File: src/rtl/uart_rx_core.sv
// UART receive engine: oversampled majority-vote deserialiser.
// Good frames go to the upstream FIFO; errors are reported as pulses.
module uart_rx_core #(
  parameter int DATA_WIDTH = 8,
  parameter int OVERSAMPLE = 16,
  parameter int DIV_WIDTH  = 16
) (
  input  logic                  clk_i,
  input  logic                  rst_n_i,
  input  logic                  rx_i,
  input  logic [DIV_WIDTH-1:0]  baud_div_i,
  input  logic                  parity_en_i,
  input  logic                  parity_odd_i,
  input  logic                  stop2_i,
  input  logic                  ufifo_full_i,
  output logic                  ufifo_push_o,
  output logic [DATA_WIDTH-1:0] ufifo_data_o,
  output logic                  rx_done_o,
  output logic                  parity_err_o,
  output logic                  bad_frame_o,
  output logic                  overrun_o,
  output logic                  rx_busy_o
);

  localparam int OSW = $clog2(OVERSAMPLE);
  localparam int BCW = $clog2(DATA_WIDTH + 1);

  localparam logic [OSW-1:0] OS_S0   = OSW'(OVERSAMPLE / 2 - 1);
  localparam logic [OSW-1:0] OS_S1   = OSW'(OVERSAMPLE / 2);
  localparam logic [OSW-1:0] OS_DEC  = OSW'(OVERSAMPLE / 2 + 1);
  localparam logic [OSW-1:0] OS_LAST = OSW'(OVERSAMPLE - 1);
  localparam logic [BCW-1:0] BC_LAST = BCW'(DATA_WIDTH - 1);

  typedef enum logic [2:0] {
    S_IDLE,
    S_START,
    S_DATA,
    S_PARITY,
    S_STOP1,
    S_STOP2,
    S_FINISH,
    S_BRK
  } state_e;

  state_e                state_q, state_d;
  logic                  rx_meta_q, rx_meta_d;
  logic                  rx_s_q, rx_s_d;
  logic                  rx_prev_q, rx_prev_d;
  logic [DIV_WIDTH-1:0]  div_q, div_d;
  logic [DIV_WIDTH-1:0]  div_cnt_q, div_cnt_d;
  logic [OSW-1:0]        os_cnt_q, os_cnt_d;
  logic [BCW-1:0]        bit_cnt_q, bit_cnt_d;
  logic [1:0]            smp_q, smp_d;
  logic [DATA_WIDTH-1:0] shreg_q, shreg_d;
  logic                  perr_q, perr_d;
  logic                  par_en_q, par_en_d;
  logic                  par_odd_q, par_odd_d;
  logic                  stop2_q, stop2_d;
  logic                  hi_q, hi_d;
  logic                  push_q, push_d;
  logic                  done_q, done_d;
  logic                  perr_pls_q, perr_pls_d;
  logic                  bad_q, bad_d;
  logic                  ovr_q, ovr_d;
  logic [DATA_WIDTH-1:0] data_q, data_d;

  logic start_edge;
  logic tick;
  logic dec;
  logic eob;
  logic maj;

  // Synchroniser, tick generation, sampling and frame FSM next state.
  always_comb begin
    state_d    = state_q;
    rx_meta_d  = rx_i;
    rx_s_d     = rx_meta_q;
    rx_prev_d  = rx_s_q;
    div_d      = div_q;
    os_cnt_d   = os_cnt_q;
    bit_cnt_d  = bit_cnt_q;
    smp_d      = smp_q;
    shreg_d    = shreg_q;
    perr_d     = perr_q;
    par_en_d   = par_en_q;
    par_odd_d  = par_odd_q;
    stop2_d    = stop2_q;
    hi_d       = hi_q;
    push_d     = 1'b0;
    done_d     = 1'b0;
    perr_pls_d = 1'b0;
    bad_d      = 1'b0;
    ovr_d      = 1'b0;
    data_d     = data_q;

    start_edge = (state_q == S_IDLE) && rx_prev_q && !rx_s_q;
    tick       = (div_cnt_q == div_q - DIV_WIDTH'(1));
    div_cnt_d  = tick ? '0 : div_cnt_q + DIV_WIDTH'(1);

    if (tick) begin
      os_cnt_d = (os_cnt_q == OS_LAST) ? '0 : os_cnt_q + OSW'(1);
    end
    if (tick && os_cnt_q == OS_S0) begin
      smp_d[0] = rx_s_q;
    end
    if (tick && os_cnt_q == OS_S1) begin
      smp_d[1] = rx_s_q;
    end

    maj = (smp_q[0] & smp_q[1]) | (smp_q[0] & rx_s_q)
        | (smp_q[1] & rx_s_q);
    dec = tick && (os_cnt_q == OS_DEC);
    eob = tick && (os_cnt_q == OS_LAST);

    unique case (state_q)
      S_IDLE: begin
        if (start_edge) begin
          state_d   = S_START;
          div_d     = (baud_div_i == '0) ? DIV_WIDTH'(1) : baud_div_i;
          div_cnt_d = '0;
          os_cnt_d  = '0;
          bit_cnt_d = '0;
          perr_d    = 1'b0;
          par_en_d  = parity_en_i;
          par_odd_d = parity_odd_i;
          stop2_d   = stop2_i;
        end
      end
      S_START: begin
        if (dec && maj) begin
          state_d = S_IDLE;
        end else if (eob) begin
          state_d = S_DATA;
        end
      end
      S_DATA: begin
        if (dec) begin
          shreg_d = {maj, shreg_q[DATA_WIDTH-1:1]};
        end
        if (eob) begin
          if (bit_cnt_q == BC_LAST) begin
            state_d = par_en_q ? S_PARITY : S_STOP1;
          end else begin
            bit_cnt_d = bit_cnt_q + BCW'(1);
          end
        end
      end
      S_PARITY: begin
        if (dec) begin
          perr_d = maj ^ (^shreg_q) ^ par_odd_q;
        end
        if (eob) begin
          state_d = S_STOP1;
        end
      end
      S_STOP1, S_STOP2: begin
        if (dec) begin
          if (!maj) begin
            bad_d   = 1'b1;
            hi_d    = 1'b0;
            state_d = S_BRK;
          end else if (state_q == S_STOP1 && stop2_q) begin
            state_d = S_STOP2;
          end else begin
            state_d = S_FINISH;
          end
        end
      end
      S_FINISH: begin
        if (perr_q) begin
          perr_pls_d = 1'b1;
        end else if (ufifo_full_i) begin
          ovr_d = 1'b1;
        end else begin
          push_d = 1'b1;
          done_d = 1'b1;
          data_d = shreg_q;
        end
        state_d = S_IDLE;
      end
      S_BRK: begin
        if (!rx_s_q) begin
          hi_d = 1'b0;
        end else if (tick) begin
          if (hi_q) begin
            state_d = S_IDLE;
          end else begin
            hi_d = 1'b1;
          end
        end
      end
      default: state_d = S_IDLE;
    endcase
  end

  // State and datapath registers; line synchroniser presets to idle-high.
  always_ff @(posedge clk_i or negedge rst_n_i) begin
    if (!rst_n_i) begin
      state_q    <= S_IDLE;
      rx_meta_q  <= 1'b1;
      rx_s_q     <= 1'b1;
      rx_prev_q  <= 1'b1;
      div_q      <= DIV_WIDTH'(1);
      div_cnt_q  <= '0;
      os_cnt_q   <= '0;
      bit_cnt_q  <= '0;
      smp_q      <= 2'b11;
      shreg_q    <= '0;
      perr_q     <= 1'b0;
      par_en_q   <= 1'b0;
      par_odd_q  <= 1'b0;
      stop2_q    <= 1'b0;
      hi_q       <= 1'b0;
      push_q     <= 1'b0;
      done_q     <= 1'b0;
      perr_pls_q <= 1'b0;
      bad_q      <= 1'b0;
      ovr_q      <= 1'b0;
      data_q     <= '0;
    end else begin
      state_q    <= state_d;
      rx_meta_q  <= rx_meta_d;
      rx_s_q     <= rx_s_d;
      rx_prev_q  <= rx_prev_d;
      div_q      <= div_d;
      div_cnt_q  <= div_cnt_d;
      os_cnt_q   <= os_cnt_d;
      bit_cnt_q  <= bit_cnt_d;
      smp_q      <= smp_d;
      shreg_q    <= shreg_d;
      perr_q     <= perr_d;
      par_en_q   <= par_en_d;
      par_odd_q  <= par_odd_d;
      stop2_q    <= stop2_d;
      hi_q       <= hi_d;
      push_q     <= push_d;
      done_q     <= done_d;
      perr_pls_q <= perr_pls_d;
      bad_q      <= bad_d;
      ovr_q      <= ovr_d;
      data_q     <= data_d;
    end
  end

  assign ufifo_push_o = push_q;
  assign ufifo_data_o = data_q;
  assign rx_done_o    = done_q;
  assign parity_err_o = perr_pls_q;
  assign bad_frame_o  = bad_q;
  assign overrun_o    = ovr_q;
  assign rx_busy_o    = (state_q != S_IDLE);

endmodule

File: config.mk
export PLATFORM = sky130hd
export DESIGN_NAME = uart_rx_core
export DESIGN_NICKNAME = d
export VERILOG_FILES = /design/src/rtl/uart_rx_core.sv
export SDC_FILE = /design/constraint.sdc
export NUM_CORES = 1
export LEC_CHECK = 0
export CORE_UTILIZATION = 35
export DETAILED_ROUTE_END_ITERATION = 8
export GPL_ROUTABILITY_DRIVEN = 0
export PLACE_DENSITY = 0.61
export SKIP_LAST_GASP = 1
export SLEW_MARGIN = 0
export SYNTH_ARGS = -nofsm -noshare
export SYNTH_HDL_FRONTEND = slang
export SYNTH_SLANG_ARGS = --single-unit
File: constraint.sdc
create_clock -name clk_i -period 3.11 [get_ports clk_i]
set_input_delay 0.622 -clock clk_i [delete_from_list [all_inputs] [get_ports clk_i]]
set_output_delay 0.622 -clock clk_i [all_outputs]
set_load 0.01 [all_outputs]
==> PnR_summary.wiki, run 1 <==
{| class="wikitable"
! Metric !! Value
|-
| Result of the run || finished clean
|-
| Total via count after detailed routing || approximately 3.2k
|-
| Worst-case setup margin in the final layout || about 0.13 ns
|-
| HPWL after DPL || 6360 µm
|-
| Fillers || approximately 1.1k
|-
| Proportion of layout cells with a drive suffix above 1 || 0.158
|-
| Mapped Cells || 420
|-
| Time the worst path needs with I/O delays and setup || between 2 and 3 ns
|-
| Antenna violations before repair || 0
|-
| Switching Share || 0.361
|-
| Final number of hold-violating endpoints || 0
|-
| Leakage dissipation || roughly 2.2 nW
|-
| Placement Rows || 38
|-
| Post-synth EDFFs || 0
|-
| Final sum of negative setup slack || 0 ns
|-
| Post-synthesis register bit count || 73
|-
| Clock network power share || 0.306
|-
| Leading register cell type out of synthesis || sky130_fd_sc_hd__dfrtp_1
|-
| Routed vias/inst || ~5.2
|-
| Worst setup EP type || flop
|-
| Most frequent cell after synthesis || sky130_fd_sc_hd__nand2_1
|-
| Share of the core filled with cells || 0.454
|-
| Overflow left after global routing || 0
|-
| DRC violation count after routing || 0
|-
| Ratio of final minimum period to clock period || 0.959
|-
| Cell-internal power || between 2 and 2.5 mW
|-
| Number of buffers added on ports || 36
|-
| IO Pins || 37
|-
| Diode insertion count for antenna repair || 0
|-
| Number of maximum-capacitance violations || 0
|-
| Sequential share of power || 0.402
|-
| TritonCTS clock tree || built
|-
| Violation count after the first detailed-routing iteration || 169
|-
| Reg area || around 1800 µm²
|-
| Slew Limit Headroom || 0.251
|-
| Multi-input gate area in the final layout || roughly 2100 µm²
|-
| Detailed-route wire length per cell || between 15 and 20 µm
|-
| Syn Std Cell Area || approximately 4000 µm²
|-
| Die X-Extent || approximately 110 µm
|-
| Overall die area || approximately 12,000 µm²
|-
| Setup repair after global routing missed its margin || yes
|-
| Maximum clock frequency || roughly 0.34 GHz
|-
| Pin count of the biggest net entering global routing || 74
|-
| List of cells traversed by the critical path || inv_2 -> ha_4 -> nor4b_1 -> or3_1 -> o22ai_1 -> a21oi_1 -> a2111oi_4 -> nand2_4 -> buf_6 -> nor4_1 -> mux2_2
|-
| Effective utilization at floorplan || 0.363
|-
| Number of levels the H-tree was split into || 3
|-
| Number of nets at the end of the flow || 498
|-
| Data arrival time at the worst-slack endpoint || approximately 3.2 ns
|-
| Number of setup violations in the final report || 0
|-
| Clock root buffer || sky130_fd_sc_hd__clkbuf_16
|-
| Required time reported for the critical path endpoint || between 3 and 4 ns
|-
| Pins over their slew limit || 0
|-
| Net switching component of the power || about 1.3 mW
|-
| Maximum vdd drop || roughly 310 µV
|-
| Post-Synthesis Net Count || between 400 and 500
|-
| Transition at the pin with the smallest max-transition slack || between 1 and 1.5 ns
|-
| Pwr per Cell Area || between 700 and 800 nW/µm²
|-
| Crit-path max cell delay || around 0.57 ns
|-
| Post-route antenna net violation count || 0
|-
| Largest driver fanout on the critical path || 6
|-
| Total power || between 3 and 4 mW
|-
| Std-Cell Core Area || about 11,000 µm²
|-
| Vertical die dimension || approximately 110 µm
|-
| First-pass GRT wire length || approximately 16,000 µm
|-
| Source-to-sink clock delay at the later pin of the worst-skew pair || 0.34 ns
|-
| Proportion of synthesized chip area in sequential cells || 0.462
|-
| Syn Area/Cell || 9.46 µm²
|-
| Cell types with the largest area share after synthesis || sky130_fd_sc_hd__dfrtp_1 42%, sky130_fd_sc_hd__nand2_1 7.0%, sky130_fd_sc_hd__xor2_1 5.5%
|-
| CTS clk-pin slew, worst paths || around 0.06 ns
|-
| Worst setup path category || reg -> reg
|-
| Worst setup slack before clock tree synthesis || -0.148 ns
|-
| Total Routed Length || between 9000 and 10,000 µm
|-
| Yosys Warn Count || 0
|-
| Cell variety after synth || 58
|-
| Area share of the leading cell type in the synthesized netlist || 0.422
|-
| Area growth from synthesis to final layout || 25.0%
|-
| Post-synthesis async set-or-reset flop share || 1.00
|-
| GRT Total Usage || 0.170
|-
| Number of global-route vias before repair || 3,183
|-
| TritonCTS Buffers || 9
|-
| Max Clock Skew || just under 0.01 ns
|-
| Type of the tightest min-delay check || reg -> reg
|-
| Most instantiated cells after synthesis || 74 x sky130_fd_sc_hd__nand2_1, 67 x sky130_fd_sc_hd__dfrtp_1, 35 x sky130_fd_sc_hd__nor2_1
|-
| Comb power frac || 0.292
|-
| Leading area contributor after synthesis || sky130_fd_sc_hd__dfrtp_1
|-
| Cell at the slowest stage of the critical path || sky130_fd_sc_hd__dfstp_2
|-
| CTS max path bufs || 2
|-
| # clock sinks || 73
|-
| Number of optimization iterations in the first detailed-route pass || 4
|-
| Launching element type of the critical path || flop
|}
[through the flow]
step                      cells  hold WS, ns  area, µm²
after floorplan             420        0.326       3970
after global placement      597        0.346       4570
after detailed placement    597        0.347       4570
after CTS                   613        0.357       4890
after global routing        614        0.360       4960
final                       614        0.357       4960
[flip-flops by register name, indices dropped and copies added (netlist names)]
name	count
div_cnt_q	16
rx_prev_d	1
perr_q	1
bit_cnt_q	4
ufifo_data_o	8
rx_prev_q	1
par_en_q	1
par_odd_q	1
stop2_q	1
div_q	16
state_q	3
hi_q	1
shreg_q	8
rx_done_o	1
parity_err_o	1
smp_q	2
rx_meta_q	1
overrun_o	1
bad_frame_o	1
os_cnt_q	4
[power by group through the flow]
stage | Combinational (mW) | Clock (mW) | Sequential (mW)
2_1_floorplan | 0.781 | 0 | 1.31
3_3_place_gp | 0.962 | 0 | 1.41
3_5_place_dp | 0.970 | 0 | 1.42
4_1_cts | 0.987 | 1.10 | 1.41
5_1_grt | 1.16 | 1.14 | 1.44
6_report | 1.03 | 1.08 | 1.42
[per-layer routing]
layer | wire [µm] | global-route usage
met1 | 4540 | 0.236
met3 | 405 | 0.0452
met4 | 131 | 0.0492
met2 | 4250 | 0.259
met5 | 0 | 0
[cell families (layout without fill, tap and decap cells)]
logic type	Yosys count	after routing	share of synthesized area
xor gates and xnor gates	44	44	0.0970
AOI/OAI and AO/OA	59	59	0.0970
and+or+nand+nor	188	188	0.234
DFF	73	73	0.462
buffers and inverters	27	81	0.0271
muxes	22	22	0.0614
adders and majority gates	7	7	0.0214
[cells in the final DEF, fill, tap and decap left out, types with 4 or more instances in the layout]
cell type | netlist | layout
sky130_fd_sc_hd__nand3_1 | 21 | 21
sky130_fd_sc_hd__and3_1 | 5 | 5
sky130_fd_sc_hd__mux2_4 | 0 | 8
sky130_fd_sc_hd__clkdlybuf4s50_1 | 0 | 35
sky130_fd_sc_hd__nand2_1 | 74 | 74
sky130_fd_sc_hd__nor2_1 | 35 | 35
sky130_fd_sc_hd__clkbuf_16 | 0 | 9
sky130_fd_sc_hd__nand4_1 | 4 | 4
sky130_fd_sc_hd__mux2_2 | 19 | 11
sky130_fd_sc_hd__nor3_1 | 12 | 11
sky130_fd_sc_hd__dfstp_2 | 6 | 6
sky130_fd_sc_hd__xor2_1 | 25 | 25
sky130_fd_sc_hd__buf_4 | 1 | 16
sky130_fd_sc_hd__dfrtp_1 | 67 | 67
sky130_fd_sc_hd__a21oi_1 | 18 | 17
sky130_fd_sc_hd__o21ai_0 | 17 | 17
sky130_fd_sc_hd__ha_1 | 6 | 5
sky130_fd_sc_hd__nand2b_1 | 4 | 4
sky130_fd_sc_hd__inv_1 | 12 | 11
sky130_fd_sc_hd__nor4_1 | 7 | 6
sky130_fd_sc_hd__xnor2_1 | 19 | 19
[cell type report]
cell class | instances | share of cell area
flip-flops and latches | 73 | 0.369
clock buffers | 9 | 0.0454
well taps | 140 | 0.0353
inverters | 12 | 0.00907
clock inverters | 7 | 0.0169
multi-input cells | 320 | 0.423
repair buffers | 53 | 0.101
[critical path, delay by kind of cell, from the launching register on]
kind	cells	cell delay, ns
simple gates	4	0.89
fa+ha+maj	1	0.17
compound gates	3	0.67
flops	1	0.57
mux	1	0.38
buf+inv	2	0.21
[worst paths after layout]
path,start,to,slack [ns],cells past startpoint
max,div_q[0],smp_q[0],0.13,11
min,rx_meta_q,rx_prev_d,0.36,0
max reg2reg,div_q[0],smp_q[0],0.13,11
min reg2reg,rx_meta_q,rx_prev_d,0.36,0
max in group asynchronous,rst_n_i,os_cnt_q[3],2.10,1
min in group asynchronous,rst_n_i,div_q[6],0.43,1
[repair_timing]
| action | in CTS | in global routing |
|---|---|---|
| hold buffers | 0 | 0 |
| gates resized for setup | 2 | 15 |
| buffers inserted | 0 | 1 |
| endpoints found under the setup margin | 14 | 32 |
| pin swaps | 3 | 7 |
Power figures use the tool's default switching activity.
==> run 2: changes to the inputs <==
--- a/config.mk
+++ b/config.mk
@@ -5,6 +5,7 @@
 export SDC_FILE = /design/constraint.sdc
 export NUM_CORES = 1
 export LEC_CHECK = 0
+export CORE_MARGIN = 8
 export CORE_UTILIZATION = 35
 export DETAILED_ROUTE_END_ITERATION = 8
 export GPL_ROUTABILITY_DRIVEN = 0
==> run 2 against run 1 <==
Compared with the run above: fmax decreased by 1.2%; worst hold slack got worse by 0.046 ns; routed wire length decreased by 1.6%; critical endpoint is now shreg_q[6]; clock power decreased by 13%; setup slack got worse by 0.035 ns; register-to-register slack got worse by 0.04 ns; via count increased by 1.7%.
==> PnR_summary.wiki, run 2 (synthesized netlist as in run 1, its figures left out) <==
{| class="wikitable"
! Metric !! Value
|-
| Result of the run || finished clean
|-
| Slew Limit Headroom || 0.475
|-
| Detailed-route wire length per cell || ~15 µm
|-
| Worst setup EP type || flop
|-
| Most common cell after layout, fill and taps aside || sky130_fd_sc_hd__nand2_1
|-
| Number of setup violations in the final report || 0
|-
| Number of standard cells in the layout, taps in and fillers out || between 600 and 700
|-
| Required time reported for the critical path endpoint || 3.31 ns
|-
| Cell at the slowest stage of the critical path || sky130_fd_sc_hd__or4b_4
|-
| Fillers || approximately 1.1k
|-
| Post-route antenna net violation count || 0
|-
| Worst setup path category || reg -> reg
|-
| Number of optimization iterations in the first detailed-route pass || 4
|-
| # clock sinks || between 70 and 80
|-
| GRT Total Usage || 0.127
|-
| Proportion of layout cells with a drive suffix above 1 || 0.170
|-
| Comb power frac || 0.316
|-
| CTS clk-pin slew, worst paths || approximately 0.060 ns
|-
| Maximum vdd drop || 314 µV
|-
| Time the worst path needs with I/O delays and setup || between 3 and 4 ns
|-
| Share of the core filled with cells || 0.442
|-
| Leakage dissipation || between 2 and 2.5 nW
|-
| Number of buffers added on ports || 36
|-
| Cell-internal power || around 2.2 mW
|-
| Vertical die dimension || approximately 120 µm
|-
| Ratio of final minimum period to clock period || 0.970
|-
| Final number of hold-violating endpoints || 0
|-
| Sequential share of power || 0.409
|-
| TritonCTS clock tree || built
|-
| Number of nets at the end of the flow || about 500
|-
| Max Clock Skew || approximately 0.0076 ns
|-
| Diode insertion count for antenna repair || 0
|-
| Number of global-route vias before repair || 3,242
|-
| Switching Share || 0.367
|-
| Std-Cell Core Area || about 11,000 µm²
|-
| TritonCTS Buffers || 9
|-
| Effective utilization at floorplan || 0.354
|-
| Pwr per Cell Area || 692 nW/µm²
|-
| Post-place instance area || between 4000 and 5000 µm²
|-
| Transition at the pin with the smallest max-transition slack || 0.787 ns
|-
| Crit-path max cell delay || between 0.4 and 0.5 ns
|-
| Number of buffers inserted by hold repair at cts || 0
|-
| Violation count after the first detailed-routing iteration || 128
|-
| CTS max path bufs || 2
|-
| Reg2Reg Launch Point || div_q[1]
|-
| First-pass GRT wire length || roughly 15,000 µm
|-
| Antenna violations before repair || 0
|-
| List of cells traversed by the critical path || inv_2 -> ha_4 -> or4b_4 -> o21ai_2 -> nor4b_4 -> o211ai_1 -> a2111oi_4 -> nand2_4 -> nor3b_4 -> buf_12 -> mux2_2
|-
| Launching element type of the critical path || flop
|-
| Placement Rows || 39
|-
| Die X-Extent || around 120 µm
|-
| Top flop regs || div_cnt_q: 16 flops, div_q: 16 flops
|-
| Total Routed Length || approximately 9200 µm
|-
| Routed vias/inst || 5.24
|-
| Type of the tightest min-delay check || in -> async
|-
| Overflow left after global routing || 0
|-
| Total instance count after detailed placement || 602
|-
| IO Pins || 37
|-
| Total non-filler cell area in the finished layout || slightly below 5000 µm²
|-
| Number of levels the H-tree was split into || 3
|-
| Number of maximum-capacitance violations || 0
|-
| Clock network power share || 0.275
|-
| Largest driver fanout on the critical path || 8
|-
| Maximum clock frequency || roughly 0.33 GHz
|-
| Highest-count cells in the layout ignoring fill and taps || 74 x sky130_fd_sc_hd__nand2_1, 67 x sky130_fd_sc_hd__dfrtp_1, 35 x sky130_fd_sc_hd__nor2_1, 35 x sky130_fd_sc_hd__clkdlybuf4s50_1, 25 x sky130_fd_sc_hd__xor2_1
|-
| HPWL after DPL || 6800 µm
|-
| Area growth from synthesis to final layout || 24.9%
|-
| Pins over their slew limit || 0
|-
| Pin count of the biggest net entering global routing || 74
|-
| Net switching component of the power || 1.26 mW
|-
| Data arrival time at the worst-slack endpoint || 3.22 ns
|-
| Clock root buffer || sky130_fd_sc_hd__clkbuf_16
|-
| Overall die area || 15,000 µm²
|-
| Setup repair after global routing missed its margin || yes
|-
| First element of the critical path || div_q[1]
|-
| DRC violation count after routing || 0
|-
| Source-to-sink clock delay at the later pin of the worst-skew pair || 0.32 ns
|-
| Total via count after detailed routing || about 3.3k
|}
[run 2: what timing repair did]
action / in CTS / in global routing
gates resized for setup: 2 / 11
pin swaps: 4 / 5
setup buffers: 1 / 1
endpoints found under the setup margin: 12 / 14
gates cloned: 0 / 0
[run 2: power groups by stage]
stage          Clock (mW)  Sequential (mW)  Combinational [mW]
2_1_floorplan           0             1.31               0.781
3_3_place_gp            0             1.41               0.992
3_5_place_dp            0             1.42                1.02
4_1_cts             0.972             1.40                1.06
5_1_grt              1.01             1.43                1.21
6_report            0.945             1.40                1.08
[run 2: worst paths after layout]
| kind | end | slack, ns | cells past startpoint |
|---|---|---|---|
| setup / recovery | shreg_q[6] | 0.09 | 11 |
| hold / removal | div_q[14] | 0.31 | 2 |
| setup reg to reg | shreg_q[6] | 0.09 | 11 |
| hold reg to reg | rx_prev_d | 0.36 | 0 |
| max in group asynchronous | smp_q[0] | 2.43 | 2 |
| min in group clk_i | rx_prev_d | 0.36 | 0 |
[run 2: per-stage QoR]
step / total power [mW] / setup WS (ns) / hold slack [ns] / TNS (ns)
5_1_grt: 3.66 / -0.0421 / 0.363 / -0.236
3_5_place_dp: 2.44 / -0.110 / 0.347 / -0.944
6_report: 3.43 / 0.0922 / 0.311 / 0
4_1_cts: 3.43 / 0.00435 / 0.342 / 0
2_1_floorplan: 2.09 / 0.0282 / 0.326 / 0
3_3_place_gp: 2.40 / 0.0731 / 0.348 / 0
[run 2: critical path: cells and delay by family (launching register included)]
kind                     cells  cell delay, ns
AND/OR/NAND/NOR              4            1.07
AO/OA/AOI/OAI                3            0.71
flip-flops                   1            0.40
multiplexers                 1            0.32
buffers and inverters        2            0.23
adder cells (fa/ha/maj)      1            0.14
[run 2: cell type report]
cell class / instances / area, µm² / area share
multi-input combinational: 320 / 2080 / 0.420
timing repair buffer: 56 / 547 / 0.110
clock buffer: 10 / 229 / 0.0462
inverter: 12 / 45.0 / 0.00908
tap: 143 / 179 / 0.0361
clock inverter: 6 / 43.8 / 0.00883
sequential: 73 / 1830 / 0.370
[run 2: layer usage]
metal	track usage	wire length, µm	vias to the layer above
met3	0.0336	396	19
met5	0	0	-
li1	-	-	1560
met1	0.149	3930	1593
met4	0.0419	259	0
met2	0.221	4590	78
==> run 3: changes to the inputs <==
--- a/config.mk
+++ b/config.mk
@@ -9,7 +9,7 @@
 export CORE_UTILIZATION = 35
 export DETAILED_ROUTE_END_ITERATION = 8
 export GPL_ROUTABILITY_DRIVEN = 0
-export PLACE_DENSITY = 0.61
+export PLACE_DENSITY_LB_ADDON = 0.05
 export SKIP_LAST_GASP = 1
 export SLEW_MARGIN = 0
 export SYNTH_ARGS = -nofsm -noshare
==> run 3 against run 2 <==
Compared with the run above: fmax rose by 2.0%; flip-flop and latch count did not move; critical path type unchanged; sequential power barely moved; sequential share of layout area fell by 0.20 points; non-clock buffer count rose by 2.
==> PnR_summary.wiki, run 3 (synthesized netlist as in run 1, its figures left out) <==
{| class="wikitable"
! Metric !! Value
|-
| Result of the run || finished clean
|-
| Total power || 3.60 mW
|-
| Pin count of the biggest net entering global routing || between 70 and 80
|-
| Post-place instance area || between 4000 and 5000 µm²
|-
| Pins over their slew limit || 0
|-
| Placement Rows || 39
|-
| Highest-count cells in the layout ignoring fill and taps || 74 x sky130_fd_sc_hd__nand2_1, 67 x sky130_fd_sc_hd__dfrtp_1, 35 x sky130_fd_sc_hd__clkdlybuf4s50_1
|-
| Maximum vdd drop || between 200 and 300 µV
|-
| Data arrival time at the worst-slack endpoint || 3.19 ns
|-
| Time the worst path needs with I/O delays and setup || about 3 ns
|-
| Most common cell after layout, fill and taps aside || sky130_fd_sc_hd__nand2_1
|-
| Number of maximum-capacitance violations || 0
|-
| Type of the tightest min-delay check || reg -> reg
|-
| Number of levels the H-tree was split into || 3
|-
| Routed wl met2 || between 4000 and 5000 µm
|-
| TritonCTS Buffers || 9
|-
| Detailed-route wire length per cell || 15.5 µm
|-
| CTS max path bufs || 2
|-
| Leakage dissipation || approximately 2.2 nW
|-
| Launching element type of the critical path || flop
|-
| Number of buffers inserted by hold repair at cts || 0
|-
| Required time reported for the critical path endpoint || around 3.3 ns
|-
| Pwr per Cell Area || around 720 nW/µm²
|-
| DRC violation count after routing || 0
|-
| Routed vias/inst || about 5.1
|-
| Final number of hold-violating endpoints || 0
|-
| Total Routed Length || between 9000 and 10,000 µm
|-
| Wl on met1 || approximately 4300 µm
|-
| Slew Limit Headroom || 0.374
|-
| Number of global-route vias before repair || 3,215
|-
| Total via count after detailed routing || approximately 3.2k
|-
| CTS clk-pin slew, worst paths || approximately 0.06 ns
|-
| Std-Cell Core Area || around 11,000 µm²
|-
| Share of the core filled with cells || 0.444
|-
| Max Clock Skew || about 0.006 ns
|-
| Number of nets at the end of the flow || between 500 and 600
|-
| Top flop regs || div_cnt_q: 16 flops, div_q: 16 flops
|-
| GRT Total Usage || 0.138
|-
| Largest driver fanout on the critical path || 8
|-
| Clock root buffer || sky130_fd_sc_hd__clkbuf_16
|-
| HPWL after DPL || between 6000 and 7000 µm
|-
| Vertical die dimension || between 100 and 150 µm
|-
| Total non-filler cell area in the finished layout || 4990 µm²
|-
| Die X-Extent || about 120 µm
|-
| Post-route antenna net violation count || 0
|-
| Proportion of layout cells with a drive suffix above 1 || 0.169
|-
| Effective utilization at floorplan || 0.354
|-
| Worst setup path category || reg -> reg
|-
| Area growth from synthesis to final layout || 25.6%
|-
| Transition at the pin with the smallest max-transition slack || roughly 0.94 ns
|-
| Antenna violations before repair || 0
|-
| TritonCTS clock tree || built
|-
| Number of optimization iterations in the first detailed-route pass || 4
|-
| Routed length on met3 || 368 µm
|-
| Worst-case setup margin in the final layout || about 0.15 ns
|-
| Overall die area || 15,000 µm²
|-
| Worst setup EP type || flop
|-
| # clock sinks || 73
|-
| Ratio of final minimum period to clock period || 0.951
|-
| Overflow left after global routing || 0
|-
| Violation count after the first detailed-routing iteration || around 130
|-
| IO Pins || 37
|-
| Worst setup slack before clock tree synthesis || ~0.0042 ns
|-
| Number of setup violations in the final report || 0
|-
| Source-to-sink clock delay at the later pin of the worst-skew pair || roughly 0.34 ns
|-
| First-pass GRT wire length || ~16,000 µm
|-
| Maximum clock frequency || about 0.34 GHz
|-
| Diode insertion count for antenna repair || 0
|-
| Uppermost layer routed || met4
|-
| Number of buffers added on ports || 36
|-
| Fillers || 1,091
|}
## run 3: what timing repair did
| action | CTS | global route |
|---|---|---|
| resized for setup | 0 | 9 |
| buffers inserted | 0 | 2 |
| setup endpoints to repair | 10 | 13 |
| hold endpoints to repair | 0 | 0 |
| pin swaps | 1 | 8 |
## run 3: final timing paths
path,startpoint,to,slack [ns],cells after the start
worst min register to register,rx_meta_q,rx_prev_d,0.36,0
worst max register to register,div_q[1],shreg_q[6],0.15,10
min in group asynchronous,rst_n_i,div_q[5],0.41,1
worst max-delay path,div_q[1],shreg_q[6],0.15,10
worst min-delay path,rx_meta_q,rx_prev_d,0.36,0
max in group asynchronous,rst_n_i,div_q[8],2.07,1
## run 3: power breakdown
| part | switching, mW | internal (mW) | leakage, nW |
|---|---|---|---|
| clock network | 0.403 | 0.698 | 0.152 |
| registers | 0.260 | 1.14 | 0.935 |
| logic | 0.586 | 0.506 | 1.10 |
## run 3: cell type report
class                   instances  area [µm²]  area share
multi-input cells             320        2070       0.415
flip-flops and latches         73        1830       0.368
repair buffers                 58         548       0.110
clock buffers                  10         229      0.0459
well taps                     143         179      0.0359
clock inverters                 6        82.6      0.0166
inverters                      12        45.0     0.00903
## run 3: critical path, cell delays in order (launching register included)
cell	delay, ns
sky130_fd_sc_hd__dfrtp_1	0.40
sky130_fd_sc_hd__inv_1	0.09
sky130_fd_sc_hd__ha_2	0.19
sky130_fd_sc_hd__or4b_4	0.50
sky130_fd_sc_hd__nor3_2	0.17
sky130_fd_sc_hd__o211ai_1	0.18
sky130_fd_sc_hd__a2111oi_4	0.47
sky130_fd_sc_hd__nand2_4	0.13
sky130_fd_sc_hd__nor3b_4	0.23
sky130_fd_sc_hd__buf_12	0.15
sky130_fd_sc_hd__mux2_2	0.33
## run 3: metal layers
| layer | GRT usage | vias to the layer above |
|---|---|---|
| met2 | 0.220 | 48 |
| met4 | 0.0876 | 0 |
| met3 | 0.0386 | 21 |
| met5 | 0 | - |
| met1 | 0.163 | 1528 |
| li1 | - | 1557 |
## run 3: per-stage QoR
stage	TNS (ns)	instances	hold WS, ns
2_1_floorplan	0	420	0.326
3_3_place_gp	0	604	0.346
3_5_place_dp	0	604	0.349
4_1_cts	0	620	0.357
5_1_grt	-0.00130	622	0.361
6_report	0	622	0.357
